--- src/rtl/boot_loader.sv ---
// boot_loader: streams a data image and a program image into the core's BRAMs,
// hands the data-BRAM write port to the core, releases the PC stall and runs
// the core for a bounded (or halt-terminated) number of cycles.
module boot_loader #(
    parameter int unsigned DATA_WIDTH = 32,
    parameter int unsigned ADDR_WIDTH = 10,
    parameter int unsigned CNT_WIDTH  = ADDR_WIDTH - 1,
    parameter int unsigned RUN_WIDTH  = 32
) (
    input  logic                  clk,
    input  logic                  rst,
    input  logic                  start,
    input  logic [CNT_WIDTH-1:0]  d_count,
    input  logic [CNT_WIDTH-1:0]  i_count,
    input  logic [RUN_WIDTH-1:0]  run_cycles,
    input  logic                  halt,
    input  logic                  s_valid,
    input  logic [DATA_WIDTH-1:0] s_data,
    output logic                  s_ready,
    output logic [ADDR_WIDTH-1:0] d_w_addr,
    output logic [DATA_WIDTH-1:0] d_w_dat,
    output logic                  d_w_enb,
    output logic [ADDR_WIDTH-1:0] i_w_addr,
    output logic [DATA_WIDTH-1:0] i_w_dat,
    output logic                  i_w_enb,
    output logic                  d_bram_init_done,
    output logic                  cpu_stall,
    output logic                  cpu_rd_enbl,
    output logic                  cpu_i_r_enb,
    output logic                  busy,
    output logic                  done,
    output logic                  err
);

    localparam int unsigned IDX_WIDTH = ADDR_WIDTH - 2;
    localparam int unsigned DEPTH     = 2 ** IDX_WIDTH;
    localparam logic [CNT_WIDTH-1:0] DEPTH_C = CNT_WIDTH'(DEPTH);

    typedef enum logic [2:0] {
        IDLE,
        LOAD_D,
        LOAD_I,
        FLUSH,
        RUN,
        DONE,
        ERR
    } state_t;

    state_t state;
    state_t state_nx;

    logic [CNT_WIDTH-1:0] d_cnt_q;
    logic [CNT_WIDTH-1:0] i_cnt_q;
    logic [CNT_WIDTH-1:0] idx;
    logic [CNT_WIDTH-1:0] cur_cnt;
    logic [RUN_WIDTH-1:0] run_q;
    logic [RUN_WIDTH-1:0] run_cnt;

    logic idle_like;
    logic range_bad;
    logic xfer;
    logic last_beat;
    logic run_last;

    assign idle_like = (state == IDLE) || (state == DONE) || (state == ERR);
    assign s_ready   = (state == LOAD_D) || (state == LOAD_I);
    assign busy      = !idle_like;
    assign xfer      = s_valid && s_ready;
    assign range_bad = (d_count > DEPTH_C) || (i_count > DEPTH_C);
    assign cur_cnt   = (state == LOAD_D) ? d_cnt_q : i_cnt_q;
    assign last_beat = (idx + CNT_WIDTH'(1)) == cur_cnt;
    assign run_last  = (run_q != '0) && (run_cnt == run_q - RUN_WIDTH'(1));

    // State register
    always_ff @(posedge clk or negedge rst) begin
        if (!rst) begin
            state <= IDLE;
        end else begin
            state <= state_nx;
        end
    end

    // Next-state decode
    always_comb begin
        state_nx = state;
        case (state)
            IDLE, DONE, ERR: begin
                if (start) begin
                    if (range_bad)            state_nx = ERR;
                    else if (d_count != '0)   state_nx = LOAD_D;
                    else if (i_count != '0)   state_nx = LOAD_I;
                    else                      state_nx = FLUSH;
                end
            end
            LOAD_D: begin
                if (xfer && last_beat) state_nx = (i_cnt_q != '0) ? LOAD_I : FLUSH;
            end
            LOAD_I: begin
                if (xfer && last_beat) state_nx = FLUSH;
            end
            FLUSH: state_nx = RUN;
            RUN: begin
                // halt wins over the cycle budget
                if (halt || run_last) state_nx = DONE;
            end
            default: state_nx = IDLE;
        endcase
    end

    // Counters, BRAM write ports and registered control outputs
    always_ff @(posedge clk or negedge rst) begin
        if (!rst) begin
            d_cnt_q          <= '0;
            i_cnt_q          <= '0;
            idx              <= '0;
            run_q            <= '0;
            run_cnt          <= '0;
            d_w_addr         <= '0;
            d_w_dat          <= '0;
            d_w_enb          <= 1'b0;
            i_w_addr         <= '0;
            i_w_dat          <= '0;
            i_w_enb          <= 1'b0;
            d_bram_init_done <= 1'b0;
            cpu_stall        <= 1'b1;
            cpu_rd_enbl      <= 1'b0;
            cpu_i_r_enb      <= 1'b0;
            done             <= 1'b0;
            err              <= 1'b0;
        end else begin
            d_w_enb     <= 1'b0;
            i_w_enb     <= 1'b0;
            // core controls follow the upcoming state so they are valid from the first RUN cycle
            cpu_stall   <= (state_nx != RUN);
            cpu_rd_enbl <= (state_nx == RUN);
            cpu_i_r_enb <= (state_nx == RUN);
            case (state)
                IDLE, DONE, ERR: begin
                    if (start) begin
                        if (range_bad) begin
                            err <= 1'b1;
                        end else begin
                            d_cnt_q          <= d_count;
                            i_cnt_q          <= i_count;
                            run_q            <= run_cycles;
                            idx              <= '0;
                            run_cnt          <= '0;
                            done             <= 1'b0;
                            err              <= 1'b0;
                            d_bram_init_done <= (d_count == '0);
                        end
                    end
                end
                LOAD_D: begin
                    if (xfer) begin
                        d_w_addr <= {idx[IDX_WIDTH-1:0], 2'b00};
                        d_w_dat  <= s_data;
                        d_w_enb  <= 1'b1;
                        idx      <= last_beat ? '0 : idx + CNT_WIDTH'(1);
                    end
                end
                LOAD_I: begin
                    // first LOAD_I edge is one past the final data write
                    d_bram_init_done <= 1'b1;
                    if (xfer) begin
                        i_w_addr <= {idx[IDX_WIDTH-1:0], 2'b00};
                        i_w_dat  <= s_data;
                        i_w_enb  <= 1'b1;
                        idx      <= last_beat ? '0 : idx + CNT_WIDTH'(1);
                    end
                end
                FLUSH: begin
                    d_bram_init_done <= 1'b1;
                    run_cnt          <= '0;
                end
                RUN: begin
                    d_bram_init_done <= 1'b1;
                    run_cnt          <= run_cnt + RUN_WIDTH'(1);
                    if (state_nx == DONE) done <= 1'b1;
                end
                default: ;
            endcase
        end
    end

endmodule

--- config.mk ---
export PLATFORM = sky130hd
export DESIGN_NAME = boot_loader
export DESIGN_NICKNAME = d
export VERILOG_FILES = /design/src/rtl/boot_loader.sv
export SDC_FILE = /design/constraint.sdc
export NUM_CORES = 1
export LEC_CHECK = 0
export ABC_AREA = 1
export CORE_AREA = 5 5 152 154
export CTS_CLUSTER_SIZE = 30
export DETAILED_ROUTE_END_ITERATION = 12
export DIE_AREA = 0 0 157 159
export PLACE_DENSITY = 0.79
export SYNTH_ARGS = -nofsm -noshare
export SYNTH_HDL_FRONTEND = slang
export SYNTH_SLANG_ARGS = --single-unit
export TNS_END_PERCENT = 5
--- constraint.sdc ---
create_clock -name clk -period 2.35 [get_ports clk]
set_clock_uncertainty 0.15 [all_clocks]
set_input_delay 0.3525 -clock clk [delete_from_list [all_inputs] [get_ports clk]]
set_output_delay 0.3525 -clock clk [all_outputs]
set_load 0.02 [all_outputs]
[Word-level counts from Yosys, hierarchy flattened]
Cells that the tools add are included.
Word-level totals
  output and inout bits: 94
  flip-flop bits (word level): 181
  logic and storage cells: 97
  bits of input ports: 87
Cells by class
  add/sub/neg operators: 3
  bitwise logic cells: 1
  equal/unequal tests: 15
  reduce and logical (&&, ||, !) cells: 30
  mux-type cells: 29
  $lt $le $gt $ge: 2
Operators by type and width (count)
  case mux 32 bit (3 select lines): 1
  two-way mux 32 bit: 2
  two-way mux 9 bit: 5
  adder 32 x 1 -> 32 bit, second input constant: 1
  equality test 32 bit: 1
  nonzero test 32 bit: 1
  subtractor 32 x 1 -> 32 bit, second input constant: 1
  nonzero test 9 bit: 3
  greater-than comparator 9 bit, second input constant: 2
  case mux 9 bit (2 select lines): 1
  equality test 3 bit, second input constant: 5
  two-way mux 3 bit: 5
  case mux 3 bit (5 select lines): 1
  two-way mux 1 bit: 11
  adder 9 x 1 -> 9 bit, second input constant: 1
  equality test 9 bit: 1
  zero test 9 bit: 1
  AND reduction 3 bit: 3
  AND reduction 4 bit: 2
  equality test 3 x 2 -> 1 bit, second input constant: 2
  != test 2 bit, second input constant: 3
  AND reduction 2 bit: 3
  nonzero test 2 bit: 3
  OR reduction 3 bit: 2
  other kinds (12): 19

[Depth between registers and ports, before layout]
Gate-level depths: netlist of run 1.
  depth in word-level cells: 9
  gate-level depth with buffers: 18
  gate-level depth less buffers: 18

[Least setup slack after synthesis of run 1]
OpenSTA, ideal clock, no wires.
  kind: reg2reg
  start: register run_q[0]
  end: register cpu_i_r_enb
  arrival: 1.891 ns
  required time: 2.084 ns
  period minus slack after synthesis: 2.157 ns
  setup slack: 0.193 ns
  library setup time: 0.116 ns
  stages on the path, launching flop included: 18
  path buffers: 0
  path through: dfrtp_1 inv_1 ha_1 nand2_2 nor2_4 nand2_2 nor2_1 nand2_1 nand3_1 nand2_1 nor2_1 nand2_1 nor2_1 nand3_1 nand2_1 nand2_2 nand2_2 nor2_2
Between the ends
  cells in the longest elaborated chain, start to end: 7
  elaborated cells between the ends (all ways): 8
  those cells by class: 1 x add/sub; 2 x eq/ne; 2 x mux; 3 x reduce/logical
RTL lines
  from (decl): RTL line 56  | logic [RUN_WIDTH-1:0] run_q;
  from (signal assigned): RTL line 145  | run_q <= run_cycles;
  subtractor 32 x 1 -> 32 bit: RTL line 72  | assign run_last = (run_q != '0) && (run_cnt == run_q - RUN_WIDTH'(1));
  equality test 32 bit: RTL line 72
  logical AND 1 bit *: RTL line 72
  logical OR 1 bit *: RTL line 104  | if (halt || run_last) state_nx = DONE;
  two-way mux 3 bit *: RTL line 104
  case mux 3 bit (5 select lines) *: RTL line 86  | case (state)
  net state_nx[0]: RTL line 50  | state_t state_nx;
  equality test 3 bit *: RTL line 136  | cpu_i_r_enb <= (state_nx == RUN);
  to (signal assigned): RTL line 136
  to (decl): RTL line 29  | output logic cpu_i_r_enb,
Mark *: on every way through the listed nets, which the timed path passes. The rest lies on a longest branch.
A chain may end at the register's enable or synchronous reset.

[Final worst setup path of run 1]
  start: register run_q[8]
  end: register cpu_i_r_enb
Same word-level chain as after synthesis.

==> results.cfg, run 1 <==
[floorplanning]
core_sq_um = 21600
fp.dieArea_sq_um = 25000
ios = 181
initial_core_util_pct = 44.0
die_h_um = 159
fp.dieW_um = 157
std_cell_rows = 54

[finish]
syn_to_final_growth_pct = 37.1
area.sequential_sq_um = 4540
fin_cells = 1777
nets = 1574
utilization_pct = 60.3
final_common_cell = nand2_1
drive_gt1_share_pct = 14.6
final_cell_mix = nand2_1 (356), dfrtp_1 (175), clkdlybuf4s50_1 (173)
n_fill_cell = 1827
multi_input_area_sq_um = 4420
antenna_cells = 0

[clock_network]
cts_tree = yes
clock_sinks = 181
insertion_delay_ns = 0.44
htreeDepth = 4
clockBufferDepth = 2
clk_pin_slew_ns = 0.08
numCtsBuffers = 17
cts_root_buffer = clkbuf_16

[timing]
min_period_over_period_pct = 104
max-slew-margin-rel_pct = 61.4
fin_ws_ns = -0.0823
max_freq_mhz = 411
setup_viol = 4
tightest_slew_ns = 0.574
min_period_ns = 2.43
hold_viol = 0
rsz0062_at_grt = true
drv_slew = 0

[setup_path]
path_delay_family = simple AND/OR/NAND/NOR gates
worstSetupPathType = register to register
path_cells = nor2_4 -> nand2_1 -> nor2_2 -> nand2_4 -> buf_4 -> inv_1 -> nand3_2 -> nand3_2 -> nand2_1 -> nor2_1 -> nand2_1 -> nor2_1 -> nand3_2 -> nand2_2 -> nand2_4 -> nand2_4 -> nor2_2
critPathArrivalTime_ns = 2.61
end_kind = register
slowest_stage = dfrtp_2
path_buf_inv = 2
worstPathMaxFanout = 4
cp-start-kind = register
cp_slowest_stage_delay_ns = 0.48
critical_path_required_ns = 2.53

[synthesis]
syn_area_sq_um = 9480
synth_fa_ha_area_share_pct = 0.396
yosysWarnings = 0
yosysUniqueCellTypes = 44
synth_ff_type = dfrtp_1
seq_area_frac_synth_pct = 47.8
synth-edff-count = 0
avgSynthCellArea_sq_um = 7.66
ys_seq_elements = 181
synth_top_family_by_area = simple AND/OR/NAND/NOR gates
synthSimpleGateAreaFrac_pct = 26.8
muxShareOfSynthArea_pct = 0
synth-xor-area-share_pct = 5.36
synth_async_sr_flop_share_pct = 100
syn_inst = 1238
synth-compound-area-share_pct = 11.2

[global_routing]
grt_pass1_wl_mm = 44.7
grt_max_degree = 81
grt_use_total_pct = 22.0
grt_pass1_vias = 8792
antenna_found_initial = 0
gr-total-overflow = 0

[pwr]
combPwrFrac_pct = 48.3
p_int_w = 0.00903
sw_frac_of_total_pct = 42.4
switching_power_w = 0.00664
pwr-share-seq_pct = 32.7
power_density_nw_per_um2 = 1210
ir_drop_mv = 0.604
p_leak_nw = 5.93
p_clk_share_pct = 19.0

[placement]
post-dp-hpwl_mm = 21.0
place.gp.congestion = 0.967
placedCellCount = 1733
portBuffers = 176

[drt]
dr.first_iter.drc_count = 916
drc_errors = 0
via_count = 9201
first_pass_iters = 6
avgRoutedWirePerCell_um = 15.9
ant_nets = 0
vias_per_cell = 5.18
wl_mm = 28.3

[outcome]
status = finished with violations
violations = setup timing

[worst_hold_path]
min_path_type = input port to async pin

[flow_run]
max_cap_violations = 0
-- path summary, 6_finish.rpt --
kind                                        start                 endpoint  slack, ns  depth (start not counted)
max                          run_q[8]$_DFFE_PN0P_    cpu_i_r_enb$_DFF_PN0_      -0.08                         17
min in group clk                   run_cycles[15]    run_q[15]$_DFFE_PN0P_       0.29                          3
max in group asynchronous                     rst  i_w_dat[14]$_DFFE_PN0P_       0.97                          3
min                                           rst  d_w_addr[3]$_DFFE_PN0P_       0.27                          2
min reg2reg                d_w_dat[4]$_DFFE_PN0P_   d_w_dat[4]$_DFFE_PN0P_       0.34                          2
max reg2reg                  run_q[8]$_DFFE_PN0P_    cpu_i_r_enb$_DFF_PN0_      -0.08                         17
-- what timing repair did --
item	4_1_cts	5_1_grt
pin swaps	2	31
buffers inserted	2	9
hold endpoints to repair	47	0
setup endpoints to repair	6	17
hold buffers	1	0
gates resized for setup	8	73
-- power by group through the flow --
stage,sequential [W],combinational (W),clock [W]
after CTS,0.00503,0.00723,0.00303
after floorplan,0.00570,0.00333,0
after global routing,0.00528,0.00829,0.00315
final,0.00513,0.00757,0.00298
after detailed placement,0.00507,0.00714,0
after global placement,0.00503,0.00699,0
-- registers in the layout, summed over array words and instances, names as in the netlist --
signal / flops
d_w_dat: 32
i_w_dat: 32
run_cnt: 32
run_q: 32
d_cnt_q: 9
i_cnt_q: 9
idx: 9
d_w_addr: 8
i_w_addr: 8
state: 3
cpu_i_r_enb: 1
cpu_stall: 1
d_bram_init_done: 1
d_w_enb: 1
done: 1
err: 1
i_w_enb: 1
-- per-stage QoR --
step / worst slack (ns) / power, W / hold WS (ns) / TNS (ns) / cell area, sq um
after floorplan: 0.193 / 0.00903 / -0.0931 / 0 / 9490
after global routing: -0.249 / 0.0167 / 0.303 / -1.06 / 13000
final: -0.0823 / 0.0157 / 0.272 / -0.161 / 13000
after CTS: -0.0472 / 0.0153 / 0.275 / -0.0472 / 12700
after detailed placement: -0.197 / 0.0122 / 0.186 / -5.14 / 12000
after global placement: -0.148 / 0.0120 / 0.178 / -3.51 / 12000
-- cell type report --
type,instances,area share [%]
inverters,155,4.48
clock inverters,15,1.53
clock buffers,17,3.27
well taps,280,2.69
flip-flops and latches,181,34.9
repair buffers,265,19.1
multi-input cells,864,34.0
-- cell families after synthesis --
| logic type | Yosys count |
|---|---|
| compound gates | 197 |
| other cells | 1 |
| xor+xnor | 58 |
| fa+ha+maj | 3 |
| flops | 181 |
| simple gates | 602 |
| buf+inv | 196 |
-- cell usage after synthesis, types with 2 or more instances --
| cell | number | area share [%] |
|---|---|---|
| o21ai_1 | 15 | 0.79 |
| inv_1 | 146 | 5.8 |
| o21bai_1 | 2 | 0.16 |
| a21oi_1 | 8 | 0.42 |
| xor2_1 | 51 | 4.7 |
| o21a_1 | 3 | 0.24 |
| o21ai_0 | 128 | 6.8 |
| a31oi_1 | 2 | 0.13 |
| nor3_1 | 22 | 1.2 |
| nor2_1 | 108 | 4.3 |
| clkinv_1 | 2 | 0.079 |
| xnor2_1 | 7 | 0.65 |
| nand3_1 | 45 | 2.4 |
| clkbuf_1 | 22 | 0.87 |
| buf_2 | 9 | 0.47 |
| buf_4 | 8 | 0.63 |
| nor2_4 | 6 | 0.71 |
| buf_6 | 2 | 0.24 |
| nor2_2 | 8 | 0.53 |
| nand2_1 | 364 | 14 |
| ha_1 | 3 | 0.40 |
| o22ai_1 | 32 | 2.1 |
| nand4_1 | 13 | 0.86 |
| nor4_1 | 18 | 1.2 |
| nand3b_1 | 3 | 0.24 |
| dfrtp_1 | 180 | 47 |
| nand2_2 | 9 | 0.59 |
| inv_2 | 6 | 0.24 |
-- per-layer routing --
metal | wire length (um) | GRT usage [%] | vias up
met5 | 0 | 0 | -
met4 | 637 | 6.75 | 0
met3 | 2090 | 3.40 | 54
met2 | 13600 | 35.1 | 402
met1 | 12000 | 30.9 | 4305
li1 | - | - | 4440
No activity file was read; power rests on OpenSTA's default activity.
==> inputs of run 2 (changes only) <==
--- a/config.mk
+++ b/config.mk
@@ -10,6 +10,7 @@
 export CTS_CLUSTER_SIZE = 30
 export DETAILED_ROUTE_END_ITERATION = 12
 export DIE_AREA = 0 0 157 159
+export GPL_TIMING_DRIVEN = 0
 export PLACE_DENSITY = 0.79
 export SYNTH_ARGS = -nofsm -noshare
 export SYNTH_HDL_FRONTEND = slang
==> run 2 against run 1 <==
Net effect:
- the run still ends with setup timing left
- hold slack better by 0.0020 ns
- sequential cell count unchanged
- final cell count down 2.1%
- utilization down 1.8 points
- worst setup slack worse by 0.033 ns
- critical path depth down 2
- critical endpoint unchanged
- first-iteration DRC count down 25%
==> results.cfg, run 2 (synthesis gave the netlist of run 1 again) <==
[outcome]
status = finished with violations
violations = setup timing

[setup_path]
critical_path_required_ns = 2.54
r2r.worst_path.cells = 15
rr_startpoint = run_q[2]$_DFFE_PN0P_
r2r_end = cpu_i_r_enb$_DFF_PN0_
cp-start-kind = register
worstSetupPathType = register to register
critPathArrivalTime_ns = 2.65
reg2reg_setup_slack_ns = -0.12
worstPathMaxFanout = 7
end_kind = register

[drt]
avgRoutedWirePerCell_um = 16.5
dr.first_iter.drc_count = 683
ant_nets = 0
drc_errors = 0
wl_mm = 28.7
via_count = 9108
vias_per_cell = 5.23
first_pass_iters = 5

[pwr]
p_clk_share_pct = 19.4
p_int_w = 0.00855
power_density_nw_per_um2 = 1210
switching_power_w = 0.00672
sw_frac_of_total_pct = 44.0
ir_drop_mv = 0.570
pwr-share-seq_pct = 33.9
combPwrFrac_pct = 46.8
p_leak_nw = 5.71

[finish]
final_common_cell = nand2_1
n_fill_cell = 1879
antenna_cells = 0
area.sequential_sq_um = 4540
final_cell_mix = nand2_1 (357), dfrtp_1 (174), clkdlybuf4s50_1 (173)
multi_input_area_sq_um = 4410
syn_to_final_growth_pct = 33.0
nets = 1537
fin_cells = 1740
drive_gt1_share_pct = 10.5

[timing]
min_period_over_period_pct = 105
fin_ws_ns = -0.116
min_period_ns = 2.47
drv_slew = 0
tightest_slew_ns = 0.574
max_freq_mhz = 406
max-slew-margin-rel_pct = 61.7
hold_viol = 0
setup_viol = 4
rsz0062_at_grt = true

[floorplanning]
initial_core_util_pct = 44.0
fp.dieArea_sq_um = 25000
ios = 181
std_cell_rows = 54
fp.dieW_um = 157
core_sq_um = 21600
die_h_um = 159

[placement]
pre_cts_ws_ns = -0.328
place.gp.congestion = 0.917
placedCellCount = 1698
post-dp-hpwl_mm = 21.7
portBuffers = 176

[clock_network]
insertion_delay_ns = 0.45
clock_sinks = 181
clockBufferDepth = 2
numCtsBuffers = 17
clk_pin_slew_ns = 0.08
cts_root_buffer = clkbuf_16
htreeDepth = 4
cts_tree = yes

[flow_run]
max_cap_violations = 0

[global_routing]
grt_pass1_vias = 8636
grt_pass1_wl_mm = 45.4
gr-total-overflow = 0
grt_use_total_pct = 22.6
grt_max_degree = 116
antenna_found_initial = 0

[worst_hold_path]
min_path_type = input port to async pin
## run 2: changes by cell type in the layout (fill, tap and decap cells not counted), sizes merged
cell,change
inv,-3
buf,-60
clkinv,+5
clkinvlp,-1
clkbuf,+24
dlygate4sd2,-1
bufinv,-1
## run 2: worst max-delay path, stage by stage, from the launching register on
cell and delay (ns):
dfrtp_1 0.45, nor2_2 0.23, nand2_4 0.10, nor2_4 0.14, buf_12 0.14, buf_6 0.10
xor2_2 0.17, nor2_2 0.07, nor3b_2 0.23, nand3_1 0.10, nor2_1 0.12, nand3_2 0.10
nand2_2 0.10, nand2_4 0.07, nand2_4 0.07, nor2_2 0.04
## run 2: metrics by stage
step	instance area (sq um)	setup TNS (ns)	total power [W]	hold slack (ns)	utilization, %
floorplan	9490	0	0.00903	-0.0931	-
global placement	11600	-1189.11	0.0116	0.314	53.8
CTS	12300	-0.232	0.0148	0.279	57.1
finish	12600	-0.305	0.0153	0.274	58.5
detailed placement	11600	-16.07	0.0118	0.185	54.0
global route	12600	-1.07	0.0162	0.307	58.5
## run 2: layout make-up
type,instances,area share (%)
flip-flops and latches,181,36.0
clock buffers,17,3.37
well taps,280,2.78
inverters,155,4.62
plain buffers,41,1.73
clock inverters,15,1.58
repair buffers,187,14.9
multi-input cells,864,35.0
## run 2: power by group through the flow
stage	Sequential (W)	Combinational, W	Clock (W)
finish	0.00517	0.00714	0.00296
global route	0.00532	0.00779	0.00312
CTS	0.00508	0.00676	0.00299
detailed placement	0.00511	0.00669	0
global placement	0.00508	0.00655	0
floorplan	0.00570	0.00333	0
## run 2: how the worst max path moves through the flow
stage / startpoint / endpoint / slack [ns] / depth (start not counted)
2_1_floorplan: run_q[0]$_DFFE_PN0P_ / cpu_i_r_enb$_DFF_PN0_ / 0.19 / 17
3_3_place_gp: rst / d_w_dat[24]$_DFFE_PN0P_ / -6.51 / 1
3_5_place_dp: run_q[0]$_DFFE_PN0P_ / cpu_i_r_enb$_DFF_PN0_ / -0.33 / 17
4_1_cts: run_q[0]$_DFFE_PN0P_ / cpu_i_r_enb$_DFF_PN0_ / -0.11 / 17
5_1_grt: run_q[2]$_DFFE_PN0P_ / cpu_i_r_enb$_DFF_PN0_ / -0.26 / 15
6_report: run_q[2]$_DFFE_PN0P_ / cpu_i_r_enb$_DFF_PN0_ / -0.12 / 15
## run 2: per-layer routing
layer	vias to the layer above	track usage [%]	wire, um
li1	4382	-	-
met1	4319	32.1	12300
met2	348	34.8	13400
met3	59	4.27	2210
met4	0	7.69	763
met5	-	0	0
## run 2: what timing repair did
action,CTS,global route
pin swaps,2,16
setup buffers,1,8
endpoints found under the setup margin,6,85
resized for setup,13,72
endpoints found under the hold margin,66,0
hold buffers,1,0
